`config.mk`:
```
export PLATFORM = sky130hd
export DESIGN_NAME = imem_loader
export DESIGN_NICKNAME = d
export VERILOG_FILES = /design/src/rtl/imem_loader.sv
export SDC_FILE = /design/constraint.sdc
export NUM_CORES = 1
export LEC_CHECK = 0
export BUFFER_PORTS_ARGS = -buffer_cell sky130_fd_sc_hd__buf_2
export CAP_MARGIN = 10
export CORE_MARGIN = 3
export CORE_UTILIZATION = 41
export DETAILED_ROUTE_END_ITERATION = 8
export GPL_ROUTABILITY_DRIVEN = 1
export SLEW_MARGIN = 20
export SYNTH_ARGS = -nofsm -noshare
export SYNTH_HDL_FRONTEND = slang
export SYNTH_SLANG_ARGS = --single-unit
export TNS_END_PERCENT = 100
```
`constraint.sdc`:
```
create_clock -name clk -period 4.7 [get_ports clk]
set_clock_uncertainty 0.1 [all_clocks]
set_input_delay 1.41 -clock clk [delete_from_list [all_inputs] [get_ports clk]]
set_output_delay 1.41 -clock clk [all_outputs]
set_load 0.01 [all_outputs]
```
`src/rtl/imem_loader.sv`:
```
// Boot-time instruction-memory loader: receives a framed, checksummed byte stream
// and writes big-endian 32-bit words, holding the CPU in reset until a good load.
module imem_loader #(
    parameter int ADDR_WIDTH = 12
) (
    input  logic                  clk,
    input  logic                  reset,
    input  logic                  start,
    input  logic [7:0]            rx_data,
    input  logic                  rx_valid,
    output logic                  rx_ready,
    output logic                  wr_en,
    output logic [ADDR_WIDTH-1:0] wr_addr,
    output logic [31:0]           wr_data,
    output logic                  cpu_reset,
    output logic                  done,
    output logic                  error
);

    typedef enum logic [2:0] {
        S_IDLE, S_LEN_HI, S_LEN_LO, S_DATA, S_CHECK, S_DONE, S_ERROR
    } state_t;

    localparam logic [16:0] CAPACITY = 17'(1) << ADDR_WIDTH;

    state_t      state, state_nx;
    logic        accept;
    logic [7:0]  len_hi;
    logic [15:0] len_n;
    logic [15:0] words_left;
    logic [1:0]  byte_cnt;
    logic [23:0] shift;
    logic [7:0]  chk;

    always_comb begin
        rx_ready  = (state == S_LEN_HI) || (state == S_LEN_LO) ||
                    (state == S_DATA)   || (state == S_CHECK);
        accept    = rx_valid && rx_ready;
        len_n     = {len_hi, rx_data};
        done      = (state == S_DONE);
        error     = (state == S_ERROR);
        cpu_reset = (state != S_DONE);
    end

    always_comb begin
        state_nx = state;
        case (state)
            S_IDLE, S_DONE, S_ERROR:
                if (start) state_nx = S_LEN_HI;
            S_LEN_HI:
                if (accept) state_nx = S_LEN_LO;
            S_LEN_LO:
                if (accept) begin
                    if (len_n == '0)
                        state_nx = S_CHECK;
                    else if ({1'b0, len_n} > CAPACITY)
                        state_nx = S_ERROR;
                    else
                        state_nx = S_DATA;
                end
            S_DATA:
                if (accept && byte_cnt == 2'd3 && words_left == 16'd1)
                    state_nx = S_CHECK;
            S_CHECK:
                if (accept) state_nx = (rx_data == chk) ? S_DONE : S_ERROR;
            default:
                state_nx = S_IDLE;
        endcase
    end

    always_ff @(posedge clk or posedge reset) begin
        if (reset)
            state <= S_IDLE;
        else
            state <= state_nx;
    end

    always_ff @(posedge clk or posedge reset) begin
        if (reset) begin
            len_hi     <= '0;
            words_left <= '0;
            byte_cnt   <= '0;
            shift      <= '0;
            chk        <= '0;
            wr_en      <= 1'b0;
            wr_addr    <= '0;
            wr_data    <= '0;
        end else begin
            wr_en <= 1'b0;
            // Address advances on the edge that ends each write strobe.
            if (wr_en)
                wr_addr <= wr_addr + 1'b1;
            case (state)
                S_IDLE, S_DONE, S_ERROR:
                    if (start) begin
                        wr_addr  <= '0;
                        chk      <= '0;
                        byte_cnt <= '0;
                    end
                S_LEN_HI:
                    if (accept) begin
                        len_hi <= rx_data;
                        chk    <= chk ^ rx_data;
                    end
                S_LEN_LO:
                    if (accept) begin
                        words_left <= len_n;
                        chk        <= chk ^ rx_data;
                    end
                S_DATA:
                    if (accept) begin
                        chk      <= chk ^ rx_data;
                        shift    <= {shift[15:0], rx_data};
                        byte_cnt <= byte_cnt + 2'd1;
                        if (byte_cnt == 2'd3) begin
                            wr_data    <= {shift, rx_data};
                            wr_en      <= 1'b1;
                            words_left <= words_left - 16'd1;
                        end
                    end
                default: ;
            endcase
        end
    end

endmodule

```
==> results of run 1 <==
[cells in the mapped netlist (all sizes together), types with 4 or more instances]
master / n
nor2b: 4
nor3: 10
nand3: 10
clkbuf: 22
xor2: 9
nor4: 4
inv: 9
a2bb2oi: 4
a22oi: 4
nor2: 48
o22ai: 4
o21ai: 36
nand2: 101
mux2: 40
ha: 4
a21oi: 19
dfrtp: 106
xnor2: 13
buf: 7
nand4: 5
[final cells by class]
type                       instances  area, sq um  area share [%]
clock buffer                      11          243            4.37
clock inverter                     3         25.0           0.451
inverter                           9         38.8           0.698
multi-input combinational        349         2090            37.7
sequential                       106         2650            47.8
tap                              143          179            3.22
timing repair buffer              63          323            5.81
[routing by layer]
| layer | wire length (microns) | global-route usage [%] | vias up |
|---|---|---|---|
| met2 | 4870 | 26.2 | 97 |
| met1 | 5200 | 23.9 | 1825 |
| met5 | 0 | 0 | - |
| met3 | 448 | 3.26 | 14 |
| li1 | - | - | 1768 |
| met4 | 206 | 7.67 | 0 |
[sequential cells by signal (all words and copies together) (netlist names)]
register and count:
wr_data 32, byte_cnt 2, shift 24, chk 8
wr_en 1, words_left 16, len_hi 8, wr_addr 12
state 3
[path summary, 6_finish.rpt]
kind / cells after the start / to / startpoint / slack [ns]
max: 4 / done / state[2]$_DFFE_PP0P_ / 1.60
min: 2 / shift[20]$_DFFE_PP0P_ / shift[20]$_DFFE_PP0P_ / 0.39
max reg2reg: 5 / chk[5]$_DFFE_PP0P_ / state[1]$_DFFE_PP0P_ / 2.10
min reg2reg: 2 / shift[20]$_DFFE_PP0P_ / shift[20]$_DFFE_PP0P_ / 0.39
max in group asynchronous: 3 / wr_data[28]$_DFFE_PP0P_ / reset / 2.60
min in group asynchronous: 2 / wr_data[3]$_DFFE_PP0P_ / reset / 1.12
[power breakdown]
| part | switching, mW | internal, mW |
|---|---|---|
| Clock | 0.334 | 0.372 |
| Sequential | 0.266 | 1.17 |
| Combinational | 0.495 | 0.361 |
| Total | 1.10 | 1.90 |
[stage by stage]
step / hold slack (ns) / util, % / std cells / cell area (sq um)
6_report: 0.387 / 48.2 / 684 / 5550
3_3_place_gp: 0.364 / 45.9 / 670 / 5280
3_5_place_dp: 0.369 / 45.9 / 670 / 5280
5_1_grt: 0.414 / 48.2 / 684 / 5550
4_1_cts: 0.386 / 48.2 / 684 / 5550
2_1_floorplan: 0.342 / - / 493 / 4890
[cell families (layout without fill, tap and decap cells)]
| family | count (synthesis) | in the layout | share of synthesized area, % |
|---|---|---|---|
| AND/OR/NAND/NOR | 195 | 195 | 17.4 |
| XOR/XNOR | 22 | 22 | 3.94 |
| adder cells (fa/ha/maj) | 4 | 4 | 1.02 |
| flip-flops | 106 | 106 | 54.2 |
| AO/OA/AOI/OAI | 87 | 87 | 11.0 |
| buffers and inverters | 38 | 86 | 2.99 |
| multiplexers | 41 | 41 | 9.41 |
[worst reg2reg max path, cell delays in order, from the launching register on]
cell and delay (ns):
dfrtp_1 0.58, o21bai_1 0.64, nor2_1 0.34, a21oi_1 0.58
o21ai_0 0.18, o21ai_0 0.10
==> results.toml, run 1 <==
[synthesis]
syn-mean-instance-area_sq_um = 9.92
post_synth_edffs = 0
yosys-top-cells-area = "dfrtp_1 54%, mux2_2 9.2%, nand2_1 7.7%"
yosysTopAreaCellShare_pct = 54.2
sequential_area_share_after_synthesis_pct = 54.2
syn_area_sq_um = 4890
synth-seq-cells = 106
netlist_instances = 493
synthesis.nets = 509
async_reset_ff_share_pct = 100
cell_type_with_the_highest_aggregate_area_in_the_netlist = "dfrtp_1"
count_of_distinct_cell_types_in_the_synthesized_netlist = 47
synth_ff_type = "dfrtp_1"
synthesis.yosys.warnings = 0

[route]
drc_errors = 0
antenna_violating_nets_left = 0
routed_wire_length_per_instance_microns = 15.7
drt_wl_total_microns = 10700
initialDrtViolationCount = 209
routed-via-count = 3704
drtPass1Iterations = 4
vias_per_cell = 5.42

[cts]
cts_resized = 0
clock_sinks = 106
cts_setup_buffers = 0
htree_num_levels = 3
cts_root_buffer = "clkbuf_16"
clk_transition_reported_paths_ns = 0.07
postCtsHoldBufs = 0
cts_buffer_depth = 2
insertion_delay_ns = 0.35
cts_buffers = 9
cts_tree = "yes"

[pwr]
vdd_drop_max_mv = 0.270
report.power.total_mw = 3.00
power.density_cell_area_nw_per_um2 = 540
power_leakage_nw = 2.76

[critical_path]
cp_slowest_cell = "dfrtp_1"
critPathMaxStageDelay_ns = 0.62
critPathLaunchType = "register"
critical_path.top_delay_family = "flip-flops"
endpoint_kind = "output pin"
cp_data_required_time_ns = 3.19
crit_fanout = 16
path_buf_inv = 2
timing.critical_path.arrival_ns = 1.59
cp_cell_sequence = "nor2b_1 > nand2_1 > inv_1 > buf_2"
timing_worst_setup_path_type = "reg2out"

[place]
place.detailed.hpwl_microns = 7130
gp_routability_congestion = 0.791
numPortBuffers = 60
detailedPlace.worstSlack_ns = 1.43

[sta]
final_critical_path_setup_slack_ns = 1.60
drv_slew = 0
report.final.setup_viol = 0
period_needed_ns = 3.10
sum_neg_setup_slack_ns = 0
final-hold-violation-count = 0
final.period_utilization_pct = 65.9
worst_slew_pin_slew_ns = 0.981
highest_clock_rate_mhz = 323
worst_slew_margin_relative_to_its_limit_pct = 34.4
unrepaired_setup_endpoints_after_global_routing = "no"

[global_routing]
number_of_global_route_vias_before_repair = 3626
grt_max_degree = 88
grtUsageTotal_pct = 17.2
globalRoute.totalOverflow = 0
antenna_found_initial = 0
grt_first_pass_wirelength_microns = 17900

[status]
outcome = "finished, final reports clean"

[floorplan]
dieHeight_microns = 115
design.die.area_sq_um = 13300
start_util_pct = 42.5
standard_cell_row_count = 39
die_x_microns = 115
io_pins = 61
core_area_sq_um = 11500

[flow_run]
maxCapViolations = 0

[cells_and_area]
area_growth_syn_to_layout_pct = 13.5
layout_common_cells = "106 x dfrtp_1, 101 x nand2_1, 60 x buf_2, 48 x nor2_1, 40 x mux2_2"
n_fill_cell = 1076
num-nets-final = 554
leading_cell_type_in_the_layout_fill_and_taps_excluded = "dfrtp_1"
antenna-diode-count = 0
layout-drive-gt1-share_pct = 22.6

[min_path]
worst_hold_path_type = "reg2reg"
No activity file was read; power rests on OpenSTA's default activity.
==> run 2: changes to the inputs <==
--- a/config.mk
+++ b/config.mk
@@ -5,6 +5,7 @@
 export SDC_FILE = /design/constraint.sdc
 export NUM_CORES = 1
 export LEC_CHECK = 0
+export ABC_AREA = 1
 export BUFFER_PORTS_ARGS = -buffer_cell sky130_fd_sc_hd__buf_2
 export CAP_MARGIN = 10
 export CORE_MARGIN = 3
==> constraint.sdc (replaced) <==
create_clock -name clk -period 2.8 [get_ports clk]
set_clock_uncertainty 0.1 [all_clocks]
set_input_delay 0.84 -clock clk [delete_from_list [all_inputs] [get_ports clk]]
set_output_delay 0.84 -clock clk [all_outputs]
set_load 0.01 [all_outputs]
==> run 2 against run 1 <==
Design area grew 5.8%. Synthesized cell count grew 31%. Core utilization grew 0.47 points. Cell count grew 28%. Setup slack lost 1.2 ns. Die area grew 3.9%. Register-to-register slack lost 1.5 ns. Critical path depth grew 1. First-iteration DRC count grew 66%. Sequential share of layout area shrank 2.6 points. Clock-buffer cell count is the same. Critical endpoint is now rx_ready. Largest power group unchanged. Highest routed layer unchanged.
==> results.toml, run 2 <==
[synthesis]
yosys.cell_count.top_type = "nand2_1"
post_synth_edffs = 0
synth_compound_area_share_pct = 12.0
yosysTopAreaCellShare_pct = 52.1
cell_type_with_the_highest_aggregate_area_in_the_netlist = "dfrtp_1"
sequential_area_share_after_synthesis_pct = 52.1
synth_commonest_cells = "205 x nand2_1, 106 x dfrtp_1, 77 x inv_1"
syn_area_sq_um = 5090
yosys-top-cells-area = "dfrtp_1 52%, nand2_1 15%, o21ai_0 6.1%"
synth_ff_type = "dfrtp_1"
syn-mean-instance-area_sq_um = 7.88
dominant_combinational_cell_family_by_area_after_synthesis = "simple AND/OR/NAND/NOR gates"
count_of_distinct_cell_types_in_the_synthesized_netlist = 34
synthMuxAreaShare_pct = 0
synth-simple-area-share_pct = 25.5
netlist_instances = 646
synthesis.yosys.warnings = 0
synth_fa_ha_area_share_pct = 0.983
async_reset_ff_share_pct = 100
synth-seq-cells = 106
synthesis.nets = 662
post_synth_xor_area_fraction_pct = 1.20

[cts]
clock_sinks = 106
postCtsHoldBufs = 0
cts_resized = 0
cts_tree = "yes"
cts_setup_buffers = 0
insertion_delay_ns = 0.34
cts_buffer_depth = 2
cts_root_buffer = "clkbuf_16"
clk_transition_reported_paths_ns = 0.07
htree_num_levels = 3
cts_buffers = 9

[sta]
worst_slew_pin_slew_ns = 0.763
highest_clock_rate_mhz = 411
worst_slew_margin_relative_to_its_limit_pct = 49.1
sum_neg_setup_slack_ns = 0
final_critical_path_setup_slack_ns = 0.368
drv_slew = 0
period_needed_ns = 2.43
final-hold-violation-count = 0
fin_hold_ws_ns = 0.364
unrepaired_setup_endpoints_after_global_routing = "no"
final.period_utilization_pct = 86.9
report.final.setup_viol = 0

[critical_path]
cp_data_required_time_ns = 1.86
timing_worst_setup_path_type = "reg2out"
critPathMaxStageDelay_ns = 0.47
crit_fanout = 8
endpoint_kind = "output pin"
timing.critical_path.arrival_ns = 1.49
cp_cell_sequence = "nor2_2 > inv_1 > nand2_4 > nand2_1 > buf_2"
cp-startpoint = "state[1]$_DFFE_PP0P_"
critPathLaunchType = "register"
cp_slowest_cell = "dfrtp_1"
crit-reg2reg-launch = "state[2]$_DFFE_PP0P_"

[pwr]
clock_power_share_pct = 26.6
power_leakage_nw = 3.05
power.density_cell_area_nw_per_um2 = 890
power_report.internal_total_mw = 3.28
vdd_drop_max_mv = 0.378
seqPwrFrac_pct = 42.5
power_frac_comb_pct = 30.8
switching_share_pct = 37.2
netsw_mw = 1.95
report.power.total_mw = 5.23

[route]
initialDrtViolationCount = 347
drc_errors = 0
drt_wl_total_microns = 11500
routed_wire_length_per_instance_microns = 13.2
vias_per_cell = 4.89
antenna_violating_nets_left = 0
routed-via-count = 4270
drtPass1Iterations = 6

[cells_and_area]
layout-drive-gt1-share_pct = 13.7
area_growth_syn_to_layout_pct = 15.3
leading_cell_type_in_the_layout_fill_and_taps_excluded = "nand2_1"
reg.largest.list = "wr_data: 32 flops, shift: 24 flops, words_left: 16 flops"
layout.core_utilization_pct = 48.7
layout_common_cells = "205 x nand2_1, 106 x dfrtp_1, 76 x inv_1, 63 x nor2_1, 62 x o21ai_0"
regMostFlops = "wr_data"
postLayoutCellArea_sq_um = 5870
stdcell_count = 874
antenna-diode-count = 0
n_fill_cell = 1203
num-nets-final = 717
number_of_flip_flops_under_the_largest_register_name = 32

[global_routing]
globalRoute.totalOverflow = 0
number_of_global_route_vias_before_repair = 3978
grtUsageTotal_pct = 17.3
grt_max_degree = 107
grt_first_pass_wirelength_microns = 19600
antenna_found_initial = 0

[status]
outcome = "finished, final reports clean"

[floorplan]
die_x_microns = 117
dieHeight_microns = 117
start_util_pct = 42.2
design.die.area_sq_um = 13800
io_pins = 61
standard_cell_row_count = 40
core_area_sq_um = 12100

[place]
gp_routability_congestion = 0.835
dp_cells = 858
place.detailed.hpwl_microns = 7990
detailedPlace.worstSlack_ns = 0.494
numPortBuffers = 60
placedInstanceArea_sq_um = 5540

[min_path]
worst_hold_path_type = "reg2reg"
min_from = "wr_data[29]$_DFFE_PP0P_"

[flow_run]
maxCapViolations = 0
## run 2: cell types whose count changed in the layout (fill, tap and decap cells not counted), moves of 12 or more
cell,before,now
nor2_1,48,63
o21ai_0,35,62
o21ai_1,0,32
nand2_1,101,205
nand3_1,10,22
mux2_2,40,0
inv_1,8,76
## run 2: cell type report
class	count	area, sq um	share of cell area, %
Timing Repair Buffer	64	343	5.84
Multi-Input combinational cell	439	2020	34.4
Tap cell	168	210	3.58
Clock inverter	5	85.1	1.45
Clock buffer	11	253	4.30
Sequential cell	106	2650	45.2
Inverter	81	308	5.24
## run 2: worst max-delay path: cells and delay by family, from the launching register on
family        cells  cell delay (ns)
simple gates      3             0.43
buf+inv           2             0.25
flops             1             0.47
## run 2: path summary, 6_finish.rpt
path | slack, ns | end | cells after the start
max in group asynchronous | 1.62 | shift[9]$_DFFE_PP0P_ | 3
setup reg to reg | 0.60 | shift[8]$_DFFE_PP0P_ | 7
hold / removal | 0.36 | wr_data[29]$_DFFE_PP0P_ | 2
hold reg to reg | 0.36 | wr_data[29]$_DFFE_PP0P_ | 2
setup / recovery | 0.37 | rx_ready | 5
min in group asynchronous | 0.56 | shift[2]$_DFFE_PP0P_ | 3
## run 2: cells by family after synthesis
| group | after synthesis |
|---|---|
| compound gates | 114 |
| xor+xnor | 7 |
| fa+ha+maj | 4 |
| buf+inv | 101 |
| flops | 106 |
| simple gates | 314 |
## run 2: per-layer routing
metal	global-route usage, %	wire [microns]
met1	24.5	5560
met3	4.47	533
met2	26.1	5150
met4	5.42	261
met5	0	0
## run 2: power by group through the flow
stage | combinational (mW) | clock [mW] | sequential [mW]
floorplan | 1.29 | 0 | 2.16
global placement | 1.56 | 0 | 2.24
detailed placement | 1.61 | 0 | 2.25
CTS | 1.62 | 1.45 | 2.22
global route | 1.87 | 1.50 | 2.28
finish | 1.61 | 1.39 | 2.22
==> run 3: changes to the inputs <==
--- a/config.mk
+++ b/config.mk
@@ -12,6 +12,7 @@
 export CORE_UTILIZATION = 41
 export DETAILED_ROUTE_END_ITERATION = 8
 export GPL_ROUTABILITY_DRIVEN = 1
+export RECOVER_POWER = 50
 export SLEW_MARGIN = 20
 export SYNTH_ARGS = -nofsm -noshare
 export SYNTH_HDL_FRONTEND = slang
==> run 3 against run 2 <==
Sequential share of layout area rose by 0.33 points. Design area decreased by 0.72%. Die area is the same. Critical path type unchanged. Largest cell class unchanged.
==> results.toml, run 3 (synthesis gave the netlist of run 2 again) <==
[floorplan]
core_area_sq_um = 12100
standard_cell_row_count = 40
dieHeight_microns = 117
io_pins = 61
design.die.area_sq_um = 13800
die_x_microns = 117
start_util_pct = 42.2

[route]
met2RoutedLength_microns = 5150
initialDrtViolationCount = 292
met1Wirelength_microns = 5470
antenna_violating_nets_left = 0
drt_wl_total_microns = 11500
routed-via-count = 4254
vias_per_cell = 4.87
topRoutingLayerUsed = "met4"
routed_wire_length_per_instance_microns = 13.1
drc_errors = 0
drtPass1Iterations = 5
routed-wl-met3_microns = 599

[cts]
postCtsHoldBufs = 0
cts_buffers = 9
htree_num_levels = 3
cts_resized = 0
cts_root_buffer = "clkbuf_16"
cts_tree = "yes"
clock_sinks = 106
cts_buffer_depth = 2
clk_transition_reported_paths_ns = 0.07
cts_setup_buffers = 0
insertion_delay_ns = 0.34

[cells_and_area]
layout_common_cells = "205 x nand2_1, 106 x dfrtp_1, 76 x inv_1, 67 x o21ai_0, 65 x nor2_1"
layout-drive-gt1-share_pct = 13.0
regMostFlops = "wr_data"
num-nets-final = 717
leading_cell_type_in_the_layout_fill_and_taps_excluded = "nand2_1"
reg.largest.list = "wr_data: 32 flops, shift: 24 flops, words_left: 16 flops"
antenna-diode-count = 0
number_of_flip_flops_under_the_largest_register_name = 32
area_growth_syn_to_layout_pct = 14.5

[place]
detailedPlace.worstSlack_ns = 0.494
gp_routability_congestion = 0.835
numPortBuffers = 60
place.detailed.hpwl_microns = 7990

[sta]
worst_slew_margin_relative_to_its_limit_pct = 3.60
highest_clock_rate_mhz = 410
final_critical_path_setup_slack_ns = 0.362
unrepaired_setup_endpoints_after_global_routing = "no"
period_needed_ns = 2.44
final-hold-violation-count = 0
worst_slew_pin_slew_ns = 1.45
sum_neg_setup_slack_ns = 0
final.period_utilization_pct = 87.1
report.final.setup_viol = 0
drv_slew = 0

[critical_path]
critPathLaunchType = "register"
crit_fanout = 8
timing.critical_path.arrival_ns = 1.50
endpoint_kind = "output pin"
timing_worst_setup_path_type = "reg2out"
cp_data_required_time_ns = 1.86

[pwr]
vdd_drop_max_mv = 0.378
power.density_cell_area_nw_per_um2 = 890
power_leakage_nw = 3.03

[global_routing]
grt_first_pass_wirelength_microns = 19600
antenna_found_initial = 0
grt_max_degree = 107
globalRoute.totalOverflow = 0
grtUsageTotal_pct = 17.3
number_of_global_route_vias_before_repair = 3978

[status]
outcome = "finished, final reports clean"

[flow_run]
maxCapViolations = 0

[min_path]
worst_hold_path_type = "reg2reg"
run 3: final cells by class:
| type | count | area (sq um) |
|---|---|---|
| sequential | 106 | 2650 |
| timing repair buffer | 64 | 329 |
| fill | 1208 | 6230 |
| clock inverter | 5 | 85.1 |
| multi-input combinational | 439 | 1990 |
| inverter | 81 | 308 |
| tap | 168 | 210 |
| clock buffer | 11 | 253 |
run 3: power by group:
part           switching [mW]  internal, mW
Combinational            1.06         0.506
Clock                   0.559         0.837
Sequential              0.303          1.92
run 3: routing by layer:
metal,global-route usage [%],up-vias
met5,0,-
met4,5.42,0
met3,4.47,18
met2,26.1,113
met1,24.5,1972
li1,-,2151
run 3: final timing paths:
check	cells past startpoint	slack, ns	to	startpoint
worst max-delay path	5	0.36	rx_ready	state[1]$_DFFE_PP0P_
worst min-delay path	2	0.36	wr_data[29]$_DFFE_PP0P_	wr_data[29]$_DFFE_PP0P_
worst max register to register	7	0.44	chk[6]$_DFFE_PP0P_	state[1]$_DFFE_PP0P_
worst min register to register	2	0.36	wr_data[29]$_DFFE_PP0P_	wr_data[29]$_DFFE_PP0P_
max in group asynchronous	3	0.78	shift[19]$_DFFE_PP0P_	reset
min in group asynchronous	3	0.93	wr_data[2]$_DFFE_PP0P_	reset
run 3: stage by stage:
stage | total power [mW] | utilization [%] | hold WS (ns) | std cells | cell area, sq um
after detailed placement | 3.85 | 45.9 | 0.354 | 858 | 5540
final | 5.19 | 48.4 | 0.364 | 874 | 5830
after floorplan | 3.45 | - | 0.349 | 646 | 5100
after global placement | 3.80 | 45.9 | 0.351 | 858 | 5540
after CTS | 5.28 | 48.7 | 0.370 | 874 | 5870
after global routing | 5.60 | 48.4 | 0.385 | 874 | 5830
run 3: critical path: stages (launching register included):
cell,delay (ns)
dfrtp_1,0.47
nor2_1,0.21
inv_1,0.10
nand2_4,0.13
nand2_1,0.10
buf_2,0.15
